[config.mk]
export PLATFORM = sky130hd
export DESIGN_NAME = btn_event_arbiter
export DESIGN_NICKNAME = d
export VERILOG_FILES = /design/src/rtl/btn_event_arbiter_pkg.sv /design/src/rtl/btn_evt_fifo.sv /design/src/rtl/btn_event_arbiter.sv
export SDC_FILE = /design/constraint.sdc
export NUM_CORES = 1
export LEC_CHECK = 0
export CELL_PAD_IN_SITES_DETAIL_PLACEMENT = 1
export CELL_PAD_IN_SITES_GLOBAL_PLACEMENT = 1
export CORE_UTILIZATION = 52
export CTS_BUF_LIST = sky130_fd_sc_hd__clkbuf_4 sky130_fd_sc_hd__clkbuf_8 sky130_fd_sc_hd__clkbuf_16
export DETAILED_ROUTE_END_ITERATION = 12
export PLACE_DENSITY = 0.93
export SYNTH_ARGS = -nofsm -noshare
export SYNTH_HDL_FRONTEND = slang
export SYNTH_SLANG_ARGS = --single-unit
[constraint.sdc]
create_clock -name clk -period 4.4 [get_ports clk]
set_clock_uncertainty 0.1 [all_clocks]
set_input_delay 0.44 -clock clk [delete_from_list [all_inputs] [get_ports clk]]
set_output_delay 0.44 -clock clk [all_outputs]
set_load 0.1 [all_outputs]
[src/rtl/btn_event_arbiter_pkg.sv]
`default_nettype none
// ============================================================================
// Module      : btn_event_arbiter_pkg
// Description : Shared coprocessor definitions for button events. Holds the
//               event type encodings, the packed {btn, type} event record and
//               the per-button edge/hold classification helper.
// Revision    : 1.0  initial release
// ============================================================================
package btn_event_arbiter_pkg;

  // Widest button index an event record can carry. Narrower designs
  // zero-extend into this field.
  localparam int EVT_BTN_W = 8;

  typedef enum logic [1:0] {
    EVT_NONE    = 2'b00,
    EVT_PRESS   = 2'b01,
    EVT_RELEASE = 2'b10,
    EVT_HOLD    = 2'b11
  } evt_type_e;

  typedef struct packed {
    logic [EVT_BTN_W-1:0] btn;
    evt_type_e            etype;
  } btn_evt_t;

  localparam int EVT_W = $bits(btn_evt_t);

  // Edges take priority over HOLD. A HOLD can never coincide with an edge
  // in practice: the hold count is zero on a rising edge and a hold needs
  // the level to be high, which excludes a falling edge.
  function automatic evt_type_e detect_event(
    input logic armed,
    input logic prev,
    input logic cur,
    input logic hold_hit
  );
    evt_type_e evt;
    evt = EVT_NONE;
    if (armed && cur && !prev) begin
      evt = EVT_PRESS;
    end else if (armed && !cur && prev) begin
      evt = EVT_RELEASE;
    end else if (hold_hit) begin
      evt = EVT_HOLD;
    end
    return evt;
  endfunction

endpackage
`default_nettype wire

[src/rtl/btn_evt_fifo.sv]
`default_nettype none
// ============================================================================
// Module      : btn_evt_fifo
// Description : Synchronous event FIFO with valid/ready on both sides. A push
//               is accepted while full if a pop happens in the same cycle.
//               Head data comes straight from registered storage.
// Ports       : clk, rst        - clock, synchronous active-high reset
//               in_valid/in_data/in_ready    - write side
//               out_valid/out_data/out_ready - read side (head of queue)
// Revision    : 1.0  initial release
// ============================================================================
module btn_evt_fifo
  import btn_event_arbiter_pkg::*;
#(
  parameter int DEPTH  = 4,
  parameter int DATA_W = EVT_W
) (
  input  logic              clk,
  input  logic              rst,
  input  logic              in_valid,
  input  logic [DATA_W-1:0] in_data,
  output logic              in_ready,
  output logic              out_valid,
  output logic [DATA_W-1:0] out_data,
  input  logic              out_ready
);

  localparam int AW = (DEPTH > 1) ? $clog2(DEPTH) : 1;
  localparam int CW = AW + 1;

  logic [DATA_W-1:0] r_mem [DEPTH];
  logic [AW-1:0]     r_wr_ptr;
  logic [AW-1:0]     r_rd_ptr;
  logic [CW-1:0]     r_count;

  logic w_push;
  logic w_pop;

  assign out_valid = (r_count != '0);
  assign w_pop     = out_valid && out_ready;
  // Ready does not depend on in_valid, so the producer may use it to decide
  // whether to push without forming a combinational loop.
  assign in_ready  = (r_count != CW'(DEPTH)) || w_pop;
  assign w_push    = in_valid && in_ready;
  assign out_data  = r_mem[r_rd_ptr];

  // Pointers wrap naturally because DEPTH is a power of two.
  always_ff @(posedge clk) begin
    if (rst) begin
      r_wr_ptr <= '0;
      r_rd_ptr <= '0;
      r_count  <= '0;
      for (int i = 0; i < DEPTH; i++) begin
        r_mem[i] <= '0;
      end
    end else begin
      if (w_push) begin
        r_mem[r_wr_ptr] <= in_data;
        r_wr_ptr        <= r_wr_ptr + AW'(1);
      end
      if (w_pop) begin
        r_rd_ptr <= r_rd_ptr + AW'(1);
      end
      case ({w_push, w_pop})
        2'b10:   r_count <= r_count + CW'(1);
        2'b01:   r_count <= r_count - CW'(1);
        default: r_count <= r_count;
      endcase
    end
  end

endmodule
`default_nettype wire

[src/rtl/btn_event_arbiter.sv]
`default_nettype none
// ============================================================================
// Module      : btn_event_arbiter
// Description : Turns debounced button levels into PRESS / RELEASE / HOLD
//               events, parks each in a per-button pending slot, and moves
//               one slot per cycle (round-robin) into an event FIFO.
// Ports       : clk, rst      - clock, synchronous active-high reset
//               btn_db        - debounced levels, 1 = pressed
//               evt_ready     - consumer accepts head event
//               clr_overflow  - one-cycle clear of evt_overflow
//               evt_valid     - queue non-empty
//               evt_btn       - button index of head event
//               evt_type      - head event type (01 PRESS, 10 RELEASE, 11 HOLD)
//               evt_overflow  - sticky: at least one event was overwritten
// Revision    : 1.0  initial release
// ============================================================================
module btn_event_arbiter
  import btn_event_arbiter_pkg::*;
#(
  parameter int NUM_BTN     = 4,
  parameter int FIFO_DEPTH  = 4,
  parameter int HOLD_CYCLES = 25000000
) (
  input  logic                       clk,
  input  logic                       rst,
  input  logic [NUM_BTN-1:0]         btn_db,
  input  logic                       evt_ready,
  input  logic                       clr_overflow,
  output logic                       evt_valid,
  output logic [$clog2(NUM_BTN)-1:0] evt_btn,
  output logic [1:0]                 evt_type,
  output logic                       evt_overflow
);

  // NUM_BTN must be at least 2 so that the button index has a non-zero width.
  localparam int BTN_W = $clog2(NUM_BTN);
  localparam int HCW   = $clog2(HOLD_CYCLES + 1);

  localparam logic [HCW-1:0] HOLD_LAST = HCW'(HOLD_CYCLES - 1);
  localparam logic [HCW-1:0] HOLD_SAT  = HCW'(HOLD_CYCLES);

  logic [NUM_BTN-1:0]      r_prev;
  logic                    r_armed;
  logic [BTN_W-1:0]        r_rr_ptr;
  logic                    r_overflow;

  logic [NUM_BTN-1:0][1:0] w_slot;
  logic [NUM_BTN-1:0][1:0] w_new_evt;
  logic [NUM_BTN-1:0]      w_grant_vec;
  logic [NUM_BTN-1:0]      w_drop;

  logic                    w_grant;
  logic [BTN_W-1:0]        w_grant_idx;
  logic                    w_fifo_ready;
  btn_evt_t                w_push_evt;
  logic [EVT_W-1:0]        w_fifo_dout;
  btn_evt_t                w_head_evt;

  // --------------------------------------------------------------------------
  // Edge reference. r_armed stays low through reset and for the first edge
  // after it, so a button already held when reset releases only loads r_prev
  // and never produces a PRESS.
  // --------------------------------------------------------------------------
  always_ff @(posedge clk) begin
    r_prev <= btn_db;
    if (rst) begin
      r_armed <= 1'b0;
    end else begin
      r_armed <= 1'b1;
    end
  end

  // --------------------------------------------------------------------------
  // Per-button hold counter, event detection and pending slot.
  // --------------------------------------------------------------------------
  for (genvar gi = 0; gi < NUM_BTN; gi++) begin : g_btn
    logic [HCW-1:0] r_hold_cnt;
    logic [1:0]     r_slot;
    logic           w_hold_hit;

    // The counter saturates one past HOLD_LAST, so the hit fires exactly once
    // per press: on the HOLD_CYCLES-th consecutive pressed sample.
    assign w_hold_hit      = btn_db[gi] && (r_hold_cnt == HOLD_LAST);
    assign w_new_evt[gi]   = detect_event(r_armed, r_prev[gi], btn_db[gi], w_hold_hit);
    assign w_slot[gi]      = r_slot;
    assign w_grant_vec[gi] = w_grant && (w_grant_idx == BTN_W'(gi));
    // A slot that is being granted this cycle is free to take the new event.
    assign w_drop[gi]      = (w_new_evt[gi] != EVT_NONE) && (r_slot != EVT_NONE) &&
                             !w_grant_vec[gi];

    always_ff @(posedge clk) begin
      if (rst) begin
        r_hold_cnt <= '0;
      end else if (!btn_db[gi]) begin
        r_hold_cnt <= '0;
      end else if (r_hold_cnt != HOLD_SAT) begin
        r_hold_cnt <= r_hold_cnt + HCW'(1);
      end
    end

    always_ff @(posedge clk) begin
      if (rst) begin
        r_slot <= EVT_NONE;
      end else if (w_new_evt[gi] != EVT_NONE) begin
        r_slot <= w_new_evt[gi];
      end else if (w_grant_vec[gi]) begin
        r_slot <= EVT_NONE;
      end
    end
  end

  // --------------------------------------------------------------------------
  // Round-robin grant: scan from r_rr_ptr upward, wrapping at NUM_BTN.
  // Nothing is granted unless the FIFO can take the event this cycle.
  // --------------------------------------------------------------------------
  always_comb begin
    int               idx;
    logic [BTN_W-1:0] idx_b;
    w_grant     = 1'b0;
    w_grant_idx = '0;
    idx         = 0;
    idx_b       = '0;
    for (int off = 0; off < NUM_BTN; off++) begin
      idx   = (int'(r_rr_ptr) + off) % NUM_BTN;
      idx_b = BTN_W'(idx);
      if (!w_grant && w_fifo_ready && (w_slot[idx_b] != EVT_NONE)) begin
        w_grant     = 1'b1;
        w_grant_idx = idx_b;
      end
    end
  end

  always_comb begin
    w_push_evt       = '0;
    w_push_evt.btn   = EVT_BTN_W'(w_grant_idx);
    w_push_evt.etype = evt_type_e'(w_slot[w_grant_idx]);
  end

  always_ff @(posedge clk) begin
    if (rst) begin
      r_rr_ptr <= '0;
    end else if (w_grant) begin
      if (w_grant_idx == BTN_W'(NUM_BTN - 1)) begin
        r_rr_ptr <= '0;
      end else begin
        r_rr_ptr <= w_grant_idx + BTN_W'(1);
      end
    end
  end

  // Setting beats clearing when both happen in the same cycle.
  always_ff @(posedge clk) begin
    if (rst) begin
      r_overflow <= 1'b0;
    end else if (|w_drop) begin
      r_overflow <= 1'b1;
    end else if (clr_overflow) begin
      r_overflow <= 1'b0;
    end
  end

  // --------------------------------------------------------------------------
  // Event queue
  // --------------------------------------------------------------------------
  btn_evt_fifo #(
    .DEPTH  (FIFO_DEPTH),
    .DATA_W (EVT_W)
  ) u_fifo (
    .clk       (clk),
    .rst       (rst),
    .in_valid  (w_grant),
    .in_data   (w_push_evt),
    .in_ready  (w_fifo_ready),
    .out_valid (evt_valid),
    .out_data  (w_fifo_dout),
    .out_ready (evt_ready)
  );

  assign w_head_evt   = w_fifo_dout;
  assign evt_btn      = w_head_evt.btn[BTN_W-1:0];
  assign evt_type     = w_head_evt.etype;
  assign evt_overflow = r_overflow;

  // Upper index bits of the event record are always zero here.
  if (BTN_W < EVT_BTN_W) begin : g_btn_hi
    logic w_unused_btn_hi;
    assign w_unused_btn_hi = |w_head_evt.btn[EVT_BTN_W-1:BTN_W];
  end

endmodule
`default_nettype wire

==> results.md <==
- Run status: completed
- Max capacitance violation total: 0
- CTS tree: yes
- Synth top cells by count: nor2_1 (131), dfxtp_1 (125), xor2_1 (65)
- WL final: 17.0 mm
- Setup TNS: 0 ns
- Htree depth: 4
- Syn nets: 790
- Residual DRC count: 0
- Clock sink count: 141
- Hold Slack: 0.391 ns
- DR pass1 iterations: 4
- Input/output buffers: 13
- Chip width: 116 um
- CTS Buffer Depth: 2
- Core ar.: 12,600 um2
- Hold_buf cts: 0
- Pwr Density: 493 nW/um2
- Slew of the pin with the lowest slew margin: 0.967 ns
- Synth async-reset ratio: 0%
- Most common cell in the netlist: nor2_1
- Core Rows: 41
- Ports: 14
- Nets: 805
- Busiest grt layer: met2
- Synth top area share: 37.1%
- Crit path max fanout: 17
- Leak: 2.62 nW
- Vias/cell: 5.78
- Endpoint class of the critical path: flip-flop
- Initial Utilization: 53.5%
- Initial antenna violation count: 0
- Routed Antenna Nets: 0
- Routability cong.: 0.835
- Arrival time worst endpoint: 3.60 ns
- Num CTS Buffers: 17
- Unique masters post-synth: 61
- WP data required: 4.57 ns
- Global route total overflow: 0
- Avg Inst Size Synth: 8.79 um2
- Worst rel slew slack: 35.4%
- Synth-to-layout area growth: 12.2%
- FF+latch count, synth: 141
- Drt first-iter violations: 318
- Root Driver: clkbuf_16
- Max-slew violation count: 0
- Synthesized instance count: 768
- Cell Area, Synth: 6750 um2
- # diodes: 0
- M3 GR Usage: 5.28%
- Later-pin clock latency in the skew report: 0.42 ns
- Die area: 13,400 um2
- Resized Gates After CTS: 0
- Hold Crit Class: reg -> reg
- Cell taking the most area after synthesis: dfxtp_1
- DP Wirelength: 11.8 mm
- Die Height: 116 um
- GRT met1 Usage: 30.4%
- Fin crit share: 78.2%
- Number of synthesized flops with an enable pin: 16
- Minimum clock period after layout: 3.44 ns
- Crit Path Category: reg -> reg
- Top cells by area, synth: dfxtp_1 (37%), xor2_1 (8.4%), nor2_1 (7.3%), edfxtp_1 (7.1%), nand3_1 (3.7%)
- DR WL/cell: 17.6 um
- Clock slew at reported path FFs: 0.06 ns
- Final Hold Vio Count: 0
- RSZ-0062 raised after global routing: false
- Startpoint Class: flip-flop
- Met2 Usage GRT: 50.7%
- Final setup viols: 0
- First-pass GRT wire length: 28.6 mm
- Pin count of the biggest net entering global routing: 26
- Synth Flop Type: dfxtp_1
- Post-CTS Setup Bufs: 0
- GRT Util Overall: 27.3%
- Synth warn: 0
- Share of cells above drive strength 1: 6.05%
- Max frequency: 0.291 GHz
- Vias: 5,574
- Worst-case vdd ir drop: 0.000230 V
- Vias in the first global route: 5,958
- Post-synthesis sequential area ratio: 44.2%
==> cell families after synthesis <==
kind of cell / Yosys count / synth area share, %
XOR/XNOR: 90 / 11.7
adder cells (fa/ha/maj): 14 / 2.70
AO/OA/AOI/OAI: 88 / 8.32
multiplexers: 10 / 2.48
AND/OR/NAND/NOR: 376 / 27.9
buffers and inverters: 49 / 2.74
flip-flops: 141 / 44.2
==> placed cells by master, fill, tap and decap left out, types with 3 or more instances in the layout <==
cell and count:
nor2_1 131, dfxtp_1 125, xor2_1 65, nand2_1 54, nand3_1 50, inv_1 31, o21ai_0 31, a21oi_1 26
nor3_1 25, xnor2_1 25, nand4_1 20, clkbuf_16 18, edfxtp_1 16, or3_1 15, and3_1 15, and4_1 15
ha_1 13, clkdlybuf4s50_1 13, nor4_1 12, and2_1 6, nand2b_1 6, or2_2 4, nor2b_1 4, a31oi_1 4
mux4_2 4, mux2i_1 4, or4_1 3, nor4b_1 3, o221a_2 3, clkbuf_8 3, clkbuf_4 3
==> per-stage QoR <==
| step | cell area [um2] | setup WS [ns] | instances | utilization, % | total power [W] |
|---|---|---|---|---|---|
| 4_1_cts | 7580 | 0.981 | 965 | 60.1 | 0.00375 |
| 3_3_place_gp | 7030 | 0.965 | 936 | 55.7 | 0.00237 |
| 2_1_floorplan | 6750 | 1.58 | 768 | - | 0.00220 |
| 5_1_grt | 7580 | 0.650 | 965 | 60.1 | 0.00391 |
| 3_5_place_dp | 7030 | 0.799 | 936 | 55.7 | 0.00242 |
| 6_report | 7580 | 0.961 | 965 | 60.1 | 0.00374 |
==> critical path: stages, from the launching register on <==
cell      delay (ns)
dfxtp_1         0.63
or3b_1          0.45
a222oi_1        0.43
a31oi_1         0.11
a311oi_2        0.43
nor2_1          0.19
inv_2           0.16
ha_1            0.22
a21boi_0        0.12
and2_1          0.19
o22ai_1         0.14
a21oi_1         0.09
==> sequential cells by signal, indices dropped and copies added (netlist names), named ones only <==
signal / cells
g_btn.r_hold_cnt: 100
r_rr_ptr: 2
u_fifo.r_mem: 16
u_fifo.r_wr_ptr: 2
g_btn.r_slot: 8
u_fifo.r_rd_ptr: 2
r_prev: 4
r_armed: 1
evt_overflow: 1
u_fifo.r_count: 3
==> final cells by class <==
cell class,count,area [um2]
Clock inverter,5,32.5
Inverter,32,120
Tap cell,172,215
Timing Repair Buffer,13,130
Sequential cell,141,2980
Fill cell,1508,5040
Multi-Input combinational cell,578,3590
Clock buffer,24,514
==> path summary, 6_finish.rpt <==
path                                         startpoint                      end  slack [ns]  depth (start not counted)
worst max-delay path                        r_rr_ptr[0]       g_btn[0].r_slot[0]        0.96                         11
worst min-delay path            g_btn[1].r_hold_cnt[13]  g_btn[1].r_hold_cnt[13]        0.39                          2
worst max register to register              r_rr_ptr[0]       g_btn[0].r_slot[0]        0.96                         11
worst min register to register  g_btn[1].r_hold_cnt[13]  g_btn[1].r_hold_cnt[13]        0.39                          2
==> metal layers <==
metal,vias up,share of wire (%)
met4,0,1.6
met2,74,54
met1,2756,41
met3,20,2.6
met5,-,0
li1,2724,-
==> report_power, final <==
group / total [W] / internal [W] / leakage (nW) / switching (W)
Sequential: 0.00148 / 0.00139 / 1.18 / 0.0000862
Combinational: 0.000928 / 0.000307 / 1.17 / 0.000622
Clock: 0.00133 / 0.000807 / 0.274 / 0.000525
(Power assumes the default switching activity.)
